<file path="src/rtl/core_pkg.sv">
// Shared fetch-unit types and constants: FSM state encoding,
// instruction width and PC step.
package core_pkg;

    typedef enum logic [1:0] {
        ST_IDLE,
        ST_RUN,
        ST_DRAIN
    } fetch_state_e;

    localparam int INSTR_W = 32;
    localparam int PC_INC  = 4;

endpackage

</file>
<file path="src/rtl/core_fetch_fifo.sv">
// Prefetch FIFO: power-of-two ring buffer with synchronous flush.
// Push while full is accepted only when a pop happens in the same cycle.
module core_fetch_fifo #(
    parameter  int DEPTH = 4,
    parameter  int DW    = 64,
    localparam int AW    = $clog2(DEPTH),
    localparam int CW    = AW + 1
) (
    input  logic          clk,
    input  logic          rstn,
    input  logic          push,
    input  logic          pop,
    input  logic          flush,
    input  logic [DW-1:0] din,
    output logic [DW-1:0] dout,
    output logic          full,
    output logic          empty,
    output logic [CW-1:0] count
);

    logic [DW-1:0] mem_q [DEPTH];
    logic [AW-1:0] wr_q, wr_d;
    logic [AW-1:0] rd_q, rd_d;
    logic [CW-1:0] cnt_q, cnt_d;
    logic          do_push;
    logic          do_pop;

    assign full  = (cnt_q == CW'(DEPTH));
    assign empty = (cnt_q == '0);
    assign count = cnt_q;
    assign dout  = mem_q[rd_q];

    always_comb begin
        do_pop  = pop && !empty;
        do_push = push && (!full || do_pop);
        wr_d    = wr_q;
        rd_d    = rd_q;
        cnt_d   = cnt_q;
        if (flush) begin
            wr_d  = '0;
            rd_d  = '0;
            cnt_d = '0;
        end else begin
            if (do_push) wr_d = wr_q + 1'b1;
            if (do_pop)  rd_d = rd_q + 1'b1;
            cnt_d = cnt_q + CW'(do_push) - CW'(do_pop);
        end
    end

    always_ff @(posedge clk or negedge rstn) begin
        if (!rstn) begin
            wr_q  <= '0;
            rd_q  <= '0;
            cnt_q <= '0;
        end else begin
            wr_q  <= wr_d;
            rd_q  <= rd_d;
            cnt_q <= cnt_d;
        end
    end

    always_ff @(posedge clk) begin
        if (do_push && !flush) mem_q[wr_q] <= din;
    end

endmodule

</file>
<file path="src/rtl/core_fetch_buf.sv">
// Instruction prefetch buffer with redirect/drain handling.
// Optional perf counters enabled by defining CORE_FETCH_PERF_EN.
module core_fetch_buf
    import core_pkg::*;
#(
    parameter int unsigned       DEPTH    = 4,
    parameter int                ADDR_W   = 32,
    parameter logic [ADDR_W-1:0] RESET_PC = '0
) (
    input  logic               clk,
    input  logic               rstn,
    input  logic               start,
    input  logic               redirect,
    input  logic [ADDR_W-1:0]  redirect_pc,
    output logic               imem_req,
    output logic [ADDR_W-1:0]  imem_addr,
    input  logic               imem_gnt,
    input  logic               imem_rvalid,
    input  logic [INSTR_W-1:0] imem_rdata,
    output logic               out_valid,
    output logic [ADDR_W-1:0]  out_pc,
    output logic [INSTR_W-1:0] out_instr,
    input  logic               out_ready
`ifdef CORE_FETCH_PERF_EN
    ,
    output logic [31:0]        perf_fetched,
    output logic [31:0]        perf_starved
`endif
);

    localparam int CW = $clog2(DEPTH) + 1;
    localparam int SW = CW + 1;
    localparam int DW = ADDR_W + INSTR_W;

    fetch_state_e      state_q, state_d;
    logic [ADDR_W-1:0] fetch_pc_q, fetch_pc_d;
    logic [ADDR_W-1:0] resp_pc_q, resp_pc_d;
    logic [CW-1:0]     outstanding_q, outstanding_d;

    logic [CW-1:0]     fifo_count;
    logic              fifo_full;
    logic              fifo_empty;
    logic [DW-1:0]     fifo_dout;
    logic              redir, gnt, rsp, push, pop;
    logic [ADDR_W-1:0] redir_addr;
    logic              unused_ok;

    assign unused_ok = ^{redirect_pc[1:0], fifo_full};

    always_comb begin
        redir      = redirect && (state_q != ST_IDLE);
        redir_addr = {redirect_pc[ADDR_W-1:2], 2'b00};
        imem_req   = (state_q == ST_RUN) && !redirect &&
                     (SW'(fifo_count) + SW'(outstanding_q) < SW'(DEPTH));
        imem_addr  = fetch_pc_q;
        gnt        = imem_req && imem_gnt;
        // Responses with nothing in flight are strays (e.g. from before reset)
        rsp        = imem_rvalid && (outstanding_q != '0);
        push       = rsp && (state_q == ST_RUN) && !redir;
        pop        = !fifo_empty && out_ready && !redir;
        out_valid  = !fifo_empty;
        out_pc     = fifo_empty ? '0 : fifo_dout[DW-1:INSTR_W];
        out_instr  = fifo_empty ? '0 : fifo_dout[INSTR_W-1:0];
    end

    always_comb begin
        outstanding_d = outstanding_q + CW'(gnt) - CW'(rsp);
        fetch_pc_d    = fetch_pc_q;
        resp_pc_d     = resp_pc_q;
        if (redir) begin
            fetch_pc_d = redir_addr;
            resp_pc_d  = redir_addr;
        end else begin
            if (gnt)  fetch_pc_d = fetch_pc_q + ADDR_W'(PC_INC);
            if (push) resp_pc_d  = resp_pc_q + ADDR_W'(PC_INC);
        end
    end

    always_comb begin
        state_d = state_q;
        unique case (state_q)
            ST_IDLE:  if (start) state_d = ST_RUN;
            ST_RUN: begin
                if (redir)
                    state_d = (outstanding_d != '0) ? ST_DRAIN : ST_RUN;
            end
            ST_DRAIN: begin
                if (!redir && outstanding_q == '0) state_d = ST_RUN;
            end
            default:  state_d = ST_IDLE;
        endcase
    end

    always_ff @(posedge clk or negedge rstn) begin
        if (!rstn) begin
            state_q       <= ST_IDLE;
            fetch_pc_q    <= RESET_PC;
            resp_pc_q     <= RESET_PC;
            outstanding_q <= '0;
        end else begin
            state_q       <= state_d;
            fetch_pc_q    <= fetch_pc_d;
            resp_pc_q     <= resp_pc_d;
            outstanding_q <= outstanding_d;
        end
    end

    core_fetch_fifo #(
        .DEPTH (DEPTH),
        .DW    (DW)
    ) u_fifo (
        .clk   (clk),
        .rstn  (rstn),
        .push  (push),
        .pop   (pop),
        .flush (redir),
        .din   ({resp_pc_q, imem_rdata}),
        .dout  (fifo_dout),
        .full  (fifo_full),
        .empty (fifo_empty),
        .count (fifo_count)
    );

`ifdef CORE_FETCH_PERF_EN
    logic [31:0] perf_fetched_q, perf_fetched_d;
    logic [31:0] perf_starved_q, perf_starved_d;

    always_comb begin
        perf_fetched_d = perf_fetched_q + 32'(push);
        perf_starved_d = perf_starved_q +
                         32'((state_q != ST_IDLE) && fifo_empty);
    end

    always_ff @(posedge clk or negedge rstn) begin
        if (!rstn) begin
            perf_fetched_q <= '0;
            perf_starved_q <= '0;
        end else begin
            perf_fetched_q <= perf_fetched_d;
            perf_starved_q <= perf_starved_d;
        end
    end

    assign perf_fetched = perf_fetched_q;
    assign perf_starved = perf_starved_q;
`endif

endmodule

</file>
<file path="config.mk">
export PLATFORM = sky130hd
export DESIGN_NAME = core_fetch_buf
export DESIGN_NICKNAME = d
export VERILOG_FILES = /design/src/rtl/core_pkg.sv /design/src/rtl/core_fetch_fifo.sv /design/src/rtl/core_fetch_buf.sv
export SDC_FILE = /design/constraint.sdc
export NUM_CORES = 1
export LEC_CHECK = 0
export ABC_AREA = 1
export BUFFER_PORTS_ARGS = -buffer_cell sky130_fd_sc_hd__buf_2
export CAP_MARGIN = 15
export CELL_PAD_IN_SITES_DETAIL_PLACEMENT = 1
export CELL_PAD_IN_SITES_GLOBAL_PLACEMENT = 1
export CORE_MARGIN = 4
export CORE_UTILIZATION = 35
export CTS_CLUSTER_DIAMETER = 30
export CTS_CLUSTER_SIZE = 25
export DETAILED_ROUTE_END_ITERATION = 8
export PLACE_DENSITY = 0.76
export SETUP_SLACK_MARGIN = 0.2
export SLEW_MARGIN = 20
export SYNTH_ARGS = -nofsm -noshare
export SYNTH_HDL_FRONTEND = slang
export SYNTH_SLANG_ARGS = --single-unit
</file>
<file path="constraint.sdc">
create_clock -name clk -period 11.5 [get_ports clk]
set_input_delay 0.575 -clock clk [delete_from_list [all_inputs] [get_ports clk]]
set_output_delay 0.575 -clock clk [all_outputs]
set_load 0.005 [all_outputs]
</file>
# [After elaboration in Yosys (flattened, before gate mapping)]
# Memory sizes are Yosys's and may differ from the RTL's.
# Index checks and enable logic that the tools add are counted.
[totals] reg_bits=76 ram_bits=256 inputBits=71 out_inout_bits=98 word_cells=71 mem_count=1
[mem_list] memory="u_fifo.mem_q" depth=4 width=64 rd=1 rd_ports_with_merged_regs=0 write_ports=1 line="core_fetch_fifo.sv:21" text="logic [DW-1:0] mem_q [DEPTH];"
[classes] add_sub_neg=9 magnitude_cmp=1 n_eq_ne=6 muxes=18 n_reduce_logical=29
[ops] cell="32-bit two-way mux" n=6
[ops] cell="32-bit by 3-bit adder with 32-bit output (second input constant)" n=2
[ops] cell="2-bit two-way mux" n=8
[ops] cell="1-bit logical AND" n=13
[ops] cell="2-bit nonzero test" n=5
[ops] cell="3-bit by 1-bit adder with 3-bit output" n=2
[ops] cell="3-bit logical NOT" n=2
[ops] cell="2-bit one-hot mux with 3 select lines" n=1
[ops] cell="3-bit nonzero test" n=2
[ops] cell="3-bit by 1-bit subtractor with 3-bit output" n=2
[ops] cell="2-bit by 1-bit adder with 2-bit output (second input constant)" n=2
[ops] cell="3-bit by 3-bit adder with 4-bit output" n=1
[ops] cell="1-bit logical NOT" n=4
[ops] cell="4-bit by 3-bit < comparator with 1-bit output (second input constant)" n=1
[ops] cell="2-bit != test (second input constant)" n=2
[ops] cell="3-bit == test (second input constant)" n=1
[ops] cell="3-bit two-way mux" n=1
[ops] cell="3-bit AND reduction" n=1
[ops] cell="2-bit by 1-bit == test with 1-bit output (second input constant)" n=1
[ops] cell="2-bit == test (second input constant)" n=1
[ops] cell="2-bit logical NOT" n=1
[ops] cell="1-bit two-way mux" n=2
[ops] cell="2-bit by 1-bit != test with 1-bit output (second input constant)" n=1
[ops] cell="1-bit logical OR" n=1

# [Logic depth before layout (Yosys ltp)]
# Gate-level depths: netlist of the first run.
[depth] word_depth=10 ltp_mapped=15 mapped_depth_nobuf=15

# [Cells and area by module]
# Synthesis of the first run repeated with hierarchy kept, for this count alone.
[unflattened] hier_cells=1578 area_unflattened_um2=15416.0
[modules_own_cells] mod="core_fetch_fifo" n_inst=1 cells_per_inst=681 area_per_inst_um2=10164.7
[modules_own_cells] mod="core_fetch_buf" n_inst=1 cells_per_inst=897 area_per_inst_um2=5251.3

# [Least setup slack after synthesis of the first run]
# OpenSTA, ideal clock, no wires.
[synth_path] path_kind="reg-to-reg" startpoint="register state_q[0]" endpoint="memory u_fifo.mem_q[0][0] (enable)" setup_time_ps=482 arrival_ps=3680 required_time_ps=11018 setup_slack_ps=7337 stages_incl_launch_ff=8 path_buffers=0 cell_sequence="dfrtp_1 -> nor2_1 -> inv_2 -> nand2_4 -> nand3_1 -> nand3_1 -> nand3_2 -> nor2_1"
[synth_between] elab_chain_cells=10
[synth_lines] item="start, declared" line="core_fetch_buf.sv:35" text="fetch_state_e state_q, state_d;"
[synth_lines] item="start signal, assigned" line="core_fetch_buf.sv:101" text="state_q <= state_d;"
[synth_lines] item="2-bit nonzero test" line="core_fetch_buf.sv:51" text="redir = redirect && (state_q != ST_IDLE);"
[synth_lines] item="1-bit logical AND" line="core_fetch_buf.sv:51"
[synth_lines] item="1-bit logical NOT" line="core_fetch_fifo.sv:63, core_fetch_buf.sv:59, core_fetch_buf.sv:60"
[synth_lines] item="1-bit logical AND" line="core_fetch_buf.sv:60" text="pop = !fifo_empty && out_ready && !redir;"
[synth_lines] item="1-bit logical AND" line="core_fetch_fifo.sv:34" text="do_pop = pop && !empty;"
[synth_lines] item="1-bit logical OR" line="core_fetch_fifo.sv:35" text="do_push = push && (!full || do_pop);"
[synth_lines] item="1-bit logical AND" line="core_fetch_fifo.sv:35"
[synth_lines] item="1-bit logical AND *" line="core_fetch_fifo.sv:63" text="if (do_push && !flush) mem_q[wr_q] <= din;"
[synth_lines] item="1-bit two-way mux *" line="core_fetch_fifo.sv:63"
[synth_lines] item="1-bit two-way mux (not written as such) *" line="core_fetch_fifo.sv:63"
[synth_lines] item="end, declared" line="core_fetch_fifo.sv:21"
# Mark *: on every way between the ends. The rest lies on a longest branch, timed or not.

# [Worst setup path in the final report of the first run]
[layout_path] startpoint="register u_fifo.rd_q[0]" endpoint="output out_instr[21]"
[layout_between] elab_chain_cells=2
[layout_lines] item="start, declared" line="core_fetch_fifo.sv:23" text="logic [AW-1:0] rd_q, rd_d;"
[layout_lines] item="start signal, assigned" line="core_fetch_fifo.sv:57" text="rd_q <= rd_d;"
[layout_lines] item="memory read 4 x 64 bit"
[layout_lines] item="32-bit two-way mux" line="core_fetch_buf.sv:63" text="out_instr = fifo_empty ? '0 : fifo_dout[INSTR_W-1:0];"
[layout_lines] item="end, declared" line="core_fetch_buf.sv:22" text="output logic [INSTR_W-1:0] out_instr,"
# No other way between the ends.

==> impl_metrics.env, run 1 <==
export IMPL_swShare_pct=37.19
export IMPL_r2r_cells=9
export IMPL_layoutNonFillerInstCount=2315
export IMPL_cts_clk_slew_worst_paths_ns=0.05
export IMPL_start_kind="flop"
export IMPL_synthFlopType="edfxtp_1"
export IMPL_portBuffers=162
export IMPL_overflow=0
export IMPL_final_util_pct=45.32
export IMPL_gp_congestion=0.8184
export IMPL_io_pins=169
export IMPL_slew_headroom_pct=27.08
export IMPL_regToRegEndpoint="u_fifo.mem_q[0][8]"
export IMPL_start_util_pct=35.74
export IMPL_grt_setup_unrepaired="no"
export IMPL_tns_ns=0
export IMPL_ys_types=39
export IMPL_numCtsBuffers=81
export IMPL_drt_vias_per_instance=5.179
export IMPL_max_freq_ghz=0.2649
export IMPL_antenna_found_initial=4
export IMPL_fin_crit_ns=3.775
export IMPL_post_cts_buffers=0
export IMPL_fillerInstances=4611
export IMPL_powerDensity_nw_per_um2=300.1
export IMPL_r2r_start="state_q[0]"
export IMPL_avgRoutedWirePerCell_um=19.17
export IMPL_critical_path_class="flop to primary output"
export IMPL_coreArea_um2=41200
export IMPL_grt_max_degree=97
export IMPL_clkPwrFrac_pct=39.2
export IMPL_endpoint_kind="primary output"
export IMPL_drtPass1Iterations=5
export IMPL_die_h_um=213.1
export IMPL_dp_hpwl_um=25790
export IMPL_crit_fanout=92
export IMPL_final_common_cell="nor2_1"
export IMPL_switchingPower_mw=2.084
export IMPL_drtAntennaViolNets=0
export IMPL_grt_first_pass_wirelength_um=69100
export IMPL_netlist_instances=1528
export IMPL_intPower_mw=3.520
export IMPL_cts_tree="built"
export IMPL_period_share_pct=32.82
export IMPL_vdd_drop_max_v=0.0001588
export IMPL_cts_resized=0
export IMPL_clk_path_buf_depth=3
export IMPL_yosys_warnings=0
export IMPL_hold_violations=0
export IMPL_min_path_type="input port to asynchronous set/reset pin"
export IMPL_drtIter0Drc=715
export IMPL_syn_area_per_cell_um2=9.636
export IMPL_dieArea_um2=45410
export IMPL_clock_latency_ns=0.59
export IMPL_arrival_ns=3.20
export IMPL_drcViolationCount=0
export IMPL_syn_to_final_growth_pct=26.81
export IMPL_h_tree_depth=3
export IMPL_setup_viol=0
export IMPL_fp_row_count=74
export IMPL_critical_path_startpoint="u_fifo.rd_q[0]"
export IMPL_cp_endpoint="out_instr[21]"
export IMPL_fin_worst_skew_ns=0.03436
export IMPL_synth_edf_count=248
export IMPL_status="finished clean"
export IMPL_max_cap_violations=0
export IMPL_slew_violations=0
export IMPL_drive_gt1_share_pct=19.71
export IMPL_root_buffer="clkbuf_16"
export IMPL_synth_async_reset_ratio_pct=22.50
export IMPL_ctsHoldBuffers=0
export IMPL_syn_area_um2=14720
export IMPL_worst_slew_pin_slew_ns=1.094
export IMPL_numPlacedInstances=2166
export IMPL_fin_nets=1802
export IMPL_grt_pass1_vias=12988
export IMPL_combPwrFrac_pct=28.6
export IMPL_ys_seq_area_share_pct=62.81
export IMPL_postPlaceCellArea_um2=15970
export IMPL_required_ns=10.93
export IMPL_final_area_um2=18670
export IMPL_cts_sinks=320
export IMPL_vias=11989
export IMPL_track_usage_pct=19.40
export IMPL_p_leak_nw=7.455
export IMPL_p_seq_share_pct=32.2
export IMPL_r2r_setup_slack_ns=7.88
export IMPL_die_w_um=213.1
export IMPL_ys_ff_latch=320
export IMPL_drt_wl_total_um=44390
export IMPL_layout_common_cells="nor2_1, edfxtp_1, nand2_1"
-- how the worst min path moves through the flow --
| stage | from | to | slack (ns) | cells past startpoint |
|---|---|---|---|---|
| 6_report | rstn | imem_addr[6] | 0.02 | 1 |
| 4_1_cts | rstn | imem_addr[6] | 0.01 | 1 |
| 3_5_place_dp | outstanding_q[0] | outstanding_q[0] | 0.57 | 1 |
| 2_1_floorplan | rstn | imem_addr[10] | 0.28 | 0 |
| 5_1_grt | rstn | imem_addr[3] | 0.04 | 1 |
| 3_3_place_gp | u_fifo.wr_q[0] | u_fifo.wr_q[0] | 0.53 | 1 |
-- layout make-up --
| type | instances | area (um2) | share of cell area [%] |
|---|---|---|---|
| Clock buffer | 96 | 2145 | 11.49 |
| Multi-Input combinational cell | 1050 | 4812 | 25.77 |
| Antenna cell | 2 | 5.005 | 0.02680 |
| Inverter | 90 | 340.3 | 1.823 |
| Sequential cell | 320 | 9254 | 49.56 |
| Timing Repair Buffer | 174 | 900.9 | 4.825 |
| Tap cell | 532 | 665.6 | 3.565 |
| Clock inverter | 51 | 549.3 | 2.942 |
-- cell families after synthesis --
logic type,count (synthesis),synth area share [%]
and+or+nand+nor,769,21.58
DFF,320,62.81
buffers and inverters,161,4.801
AOI/OAI and AO/OA,257,9.126
adders and majority gates,14,1.292
xor gates and xnor gates,6,0.3569
other,1,0.02547
-- power by group through the flow --
stage / combinational, mW / sequential (mW) / clock (mW)
6_report: 1.60 / 1.81 / 2.20
5_1_grt: 1.81 / 1.84 / 2.31
4_1_cts: 1.63 / 1.80 / 2.23
3_5_place_dp: 1.60 / 1.81 / 0
3_3_place_gp: 1.53 / 1.79 / 0
2_1_floorplan: 1.05 / 1.71 / 0
-- flip-flops by register name (all words and copies together), names as in the netlist --
signal         flops
resp_pc_q         30
state_q            2
u_fifo.rd_q        2
outstanding_q      3
u_fifo.count       3
u_fifo.mem_q     248
imem_addr         30
u_fifo.wr_q        2
-- layer usage --
metal  vias to the layer above  GRT usage [%]  share of wire, %
met5                         -              0             0.072
met4                         4          7.552               3.0
met3                        95          4.540               6.4
met2                       358          33.36                50
met1                      5970          23.73                41
li1                       5562              -                 -
-- synthesized netlist by cell type (all sizes together) (2+ instances only) --
cell	instances	area, um2
o21ai	133	665.6
dfrtp	72	1802
nor3	7	35.03
nand4	7	58.81
a31oi	15	93.84
and2	3	18.77
o21bai	5	37.54
nand2	214	828.3
and3	2	12.51
buf	36	235.2
nand3b	5	37.54
inv	90	340.3
a21oi	96	480.5
ha	12	150.1
edfxtp	248	7447
nor4	2	12.51
nand3	96	485.5
or2	3	18.77
clkbuf	35	131.4
nor2	429	1663
o211ai	6	45.04
xor2	6	52.55
fa	2	40.04
-- per-stage QoR --
| stage | hold WS (ns) | power (mW) | setup slack (ns) |
|---|---|---|---|
| 2_1_floorplan | 0.2794 | 2.753 | 7.337 |
| 3_3_place_gp | 0.5328 | 3.319 | 7.905 |
| 3_5_place_dp | 0.5665 | 3.408 | 7.810 |
| 4_1_cts | 0.01336 | 5.664 | 7.674 |
| 5_1_grt | 0.03867 | 5.951 | 7.464 |
| 6_report | 0.01579 | 5.604 | 7.725 |
-- critical path: stages (launching register included) --
cell and delay (ns):
dfrtp_4 0.63, inv_2 0.45, buf_4 0.76, o21ai_0 0.29, a21oi_1 0.26, buf_2 0.16
Power figures use the tool's default switching activity.
==> inputs of run 2 (changes only) <==
==> constraint.sdc (replaced) <==
create_clock -name clk -period 3.78 [get_ports clk]
set_input_delay 0.189 -clock clk [delete_from_list [all_inputs] [get_ports clk]]
set_output_delay 0.189 -clock clk [all_outputs]
set_load 0.005 [all_outputs]
==> run 2 against run 1 <==
Net effect:
- largest power group unchanged
- highest routed layer is now met4
- total power rose to 3.1 times the previous value
- routed wire length rose by 0.73%
- first-iteration DRC count rose by 0.14%
- critical endpoint is now state_q[1]
==> impl_metrics.env, run 2 (same netlist as run 1, synthesis figures left out) <==
export IMPL_grt_pass1_vias=13037
export IMPL_slew_violations=0
export IMPL_syn_to_final_growth_pct=31.56
export IMPL_setup_ws_ns=0.6424
export IMPL_slew_headroom_pct=34.60
export IMPL_h_tree_depth=3
export IMPL_drt_vias_per_instance=5.078
export IMPL_cts_sinks=320
export IMPL_top_layer="met4"
export IMPL_grt_setup_unrepaired="no"
export IMPL_antenna_cells=0
export IMPL_crit_fanout=5
export IMPL_max_freq_ghz=0.3187
export IMPL_layoutNonFillerInstCount=2367
export IMPL_tns_ns=0
export IMPL_r2r_start="u_fifo.count[2]"
export IMPL_avgRoutedWirePerCell_um=18.89
export IMPL_portBuffers=162
export IMPL_grt_max_degree=79
export IMPL_fp_row_count=74
export IMPL_antenna_found_initial=0
export IMPL_dp_hpwl_um=26740
export IMPL_critical_path_class="flop to flop"
export IMPL_coreArea_um2=41200
export IMPL_drcViolationCount=0
export IMPL_die_w_um=213.1
export IMPL_clk_path_buf_depth=3
export IMPL_critical_path_startpoint="u_fifo.count[2]"
export IMPL_track_usage_pct=19.69
export IMPL_drt_wl_total_um=44710
export IMPL_fin_crit_ns=3.138
export IMPL_hold_violations=0
export IMPL_finalPower_mw=17.45
export IMPL_start_util_pct=35.74
export IMPL_arrival_ns=3.58
export IMPL_setup_viol=0
export IMPL_grt_first_pass_wirelength_um=70100
export IMPL_met2_length_um=22500
export IMPL_drtIter0Drc=716
export IMPL_fillerInstances=4592
export IMPL_regArea_um2=9254
export IMPL_io_pins=169
export IMPL_cts_tree="built"
export IMPL_multiInputGateArea_um2=4812
export IMPL_vias=12019
export IMPL_fin_nets=1855
export IMPL_numPlacedInstances=2173
export IMPL_layout_common_cells="nor2_1, edfxtp_1, nand2_1"
export IMPL_endpoint_kind="flop"
export IMPL_dpl_worst_slack_ns=0.6829
export IMPL_dr_wl_met3_um=2431
export IMPL_required_ns=4.22
export IMPL_start_kind="flop"
export IMPL_gp_congestion=0.8298
export IMPL_worstHoldStart="start"
export IMPL_drive_gt1_share_pct=19.40
export IMPL_p_leak_nw=7.761
export IMPL_wl_met1_um=18750
export IMPL_die_h_um=213.1
export IMPL_largest_reg_flops=248
export IMPL_final_common_cell="nor2_1"
export IMPL_status="finished clean"
export IMPL_fin_worst_skew_ns=0.01766
export IMPL_largest_register="u_fifo.mem_q"
export IMPL_vdd_drop_max_v=0.0003733
export IMPL_max_cap_violations=0
export IMPL_dieArea_um2=45410
export IMPL_powerDensity_nw_per_um2=901.0
export IMPL_drtPass1Iterations=5
export IMPL_min_path_type="input port to flop"
export IMPL_clock_latency_ns=0.58
export IMPL_numCtsBuffers=77
export IMPL_root_buffer="clkbuf_16"
export IMPL_worst_slew_pin_slew_ns=0.9800
export IMPL_drtAntennaViolNets=0
export IMPL_period_share_pct=83.01
export IMPL_cts_clk_slew_worst_paths_ns=0.04
export IMPL_overflow=0
## run 2: through the flow
step | utilization, % | area (um2) | hold slack [ns]
floorplan | - | 14740 | -0.1066
global placement | 39.05 | 16090 | 0.3486
detailed placement | 39.05 | 16090 | 0.3400
CTS | 47.01 | 19370 | 0.003116
global route | 47.01 | 19370 | 0.03720
finish | 47.01 | 19370 | 0.02869
## run 2: critical path: stages, from the launching register on
cell     delay, ns
dfrtp_1       0.43
ha_1          0.31
nor3_1        0.38
nand4_4       0.18
ha_1          0.33
inv_1         0.06
ha_1          0.13
inv_1         0.06
fa_1          0.41
xor2_1        0.19
xor2_1        0.26
nand3_1       0.11
nand4_1       0.09
nand2_1       0.06
## run 2: area by class of cell
type                    count  share of cell area, %
clock buffers              88                  10.53
clock inverters            56                  3.830
inverters                  90                  1.757
multi-input cells        1050                  24.84
flip-flops and latches    320                  47.77
well taps                 532                  3.436
repair buffers            231                  7.828
## run 2: repair_timing
| item | 4_1_cts | 5_1_grt |
|---|---|---|
| setup buffers | 0 | 0 |
| hold buffers | 50 | 0 |
| resized for setup | 0 | 0 |
| endpoints found under the hold margin | 191 | 0 |
## run 2: worst paths after layout
kind                       slack, ns  depth (start not counted)               end
hold reg to reg                 0.56                          1  outstanding_q[0]
max in group asynchronous       2.51                          4     imem_addr[13]
setup / recovery                0.64                         13        state_q[1]
hold / removal                  0.03                          5        state_q[0]
setup reg to reg                0.64                         13        state_q[1]
min in group asynchronous       0.25                          2     imem_addr[29]
## run 2: report_power, final
group / internal, mW / switching [mW] / total, mW
registers: 4.63 / 0.866 / 5.49
logic: 1.74 / 3.24 / 4.98
clock network: 4.85 / 2.13 / 6.99
total: 11.2 / 6.24 / 17.5
## run 2: layer usage
metal | vias to the layer above | global-route usage, %
li1 | 5662 | -
met1 | 5959 | 24.34
met2 | 323 | 34.87
met3 | 75 | 3.776
met4 | 0 | 6.242
met5 | - | 0
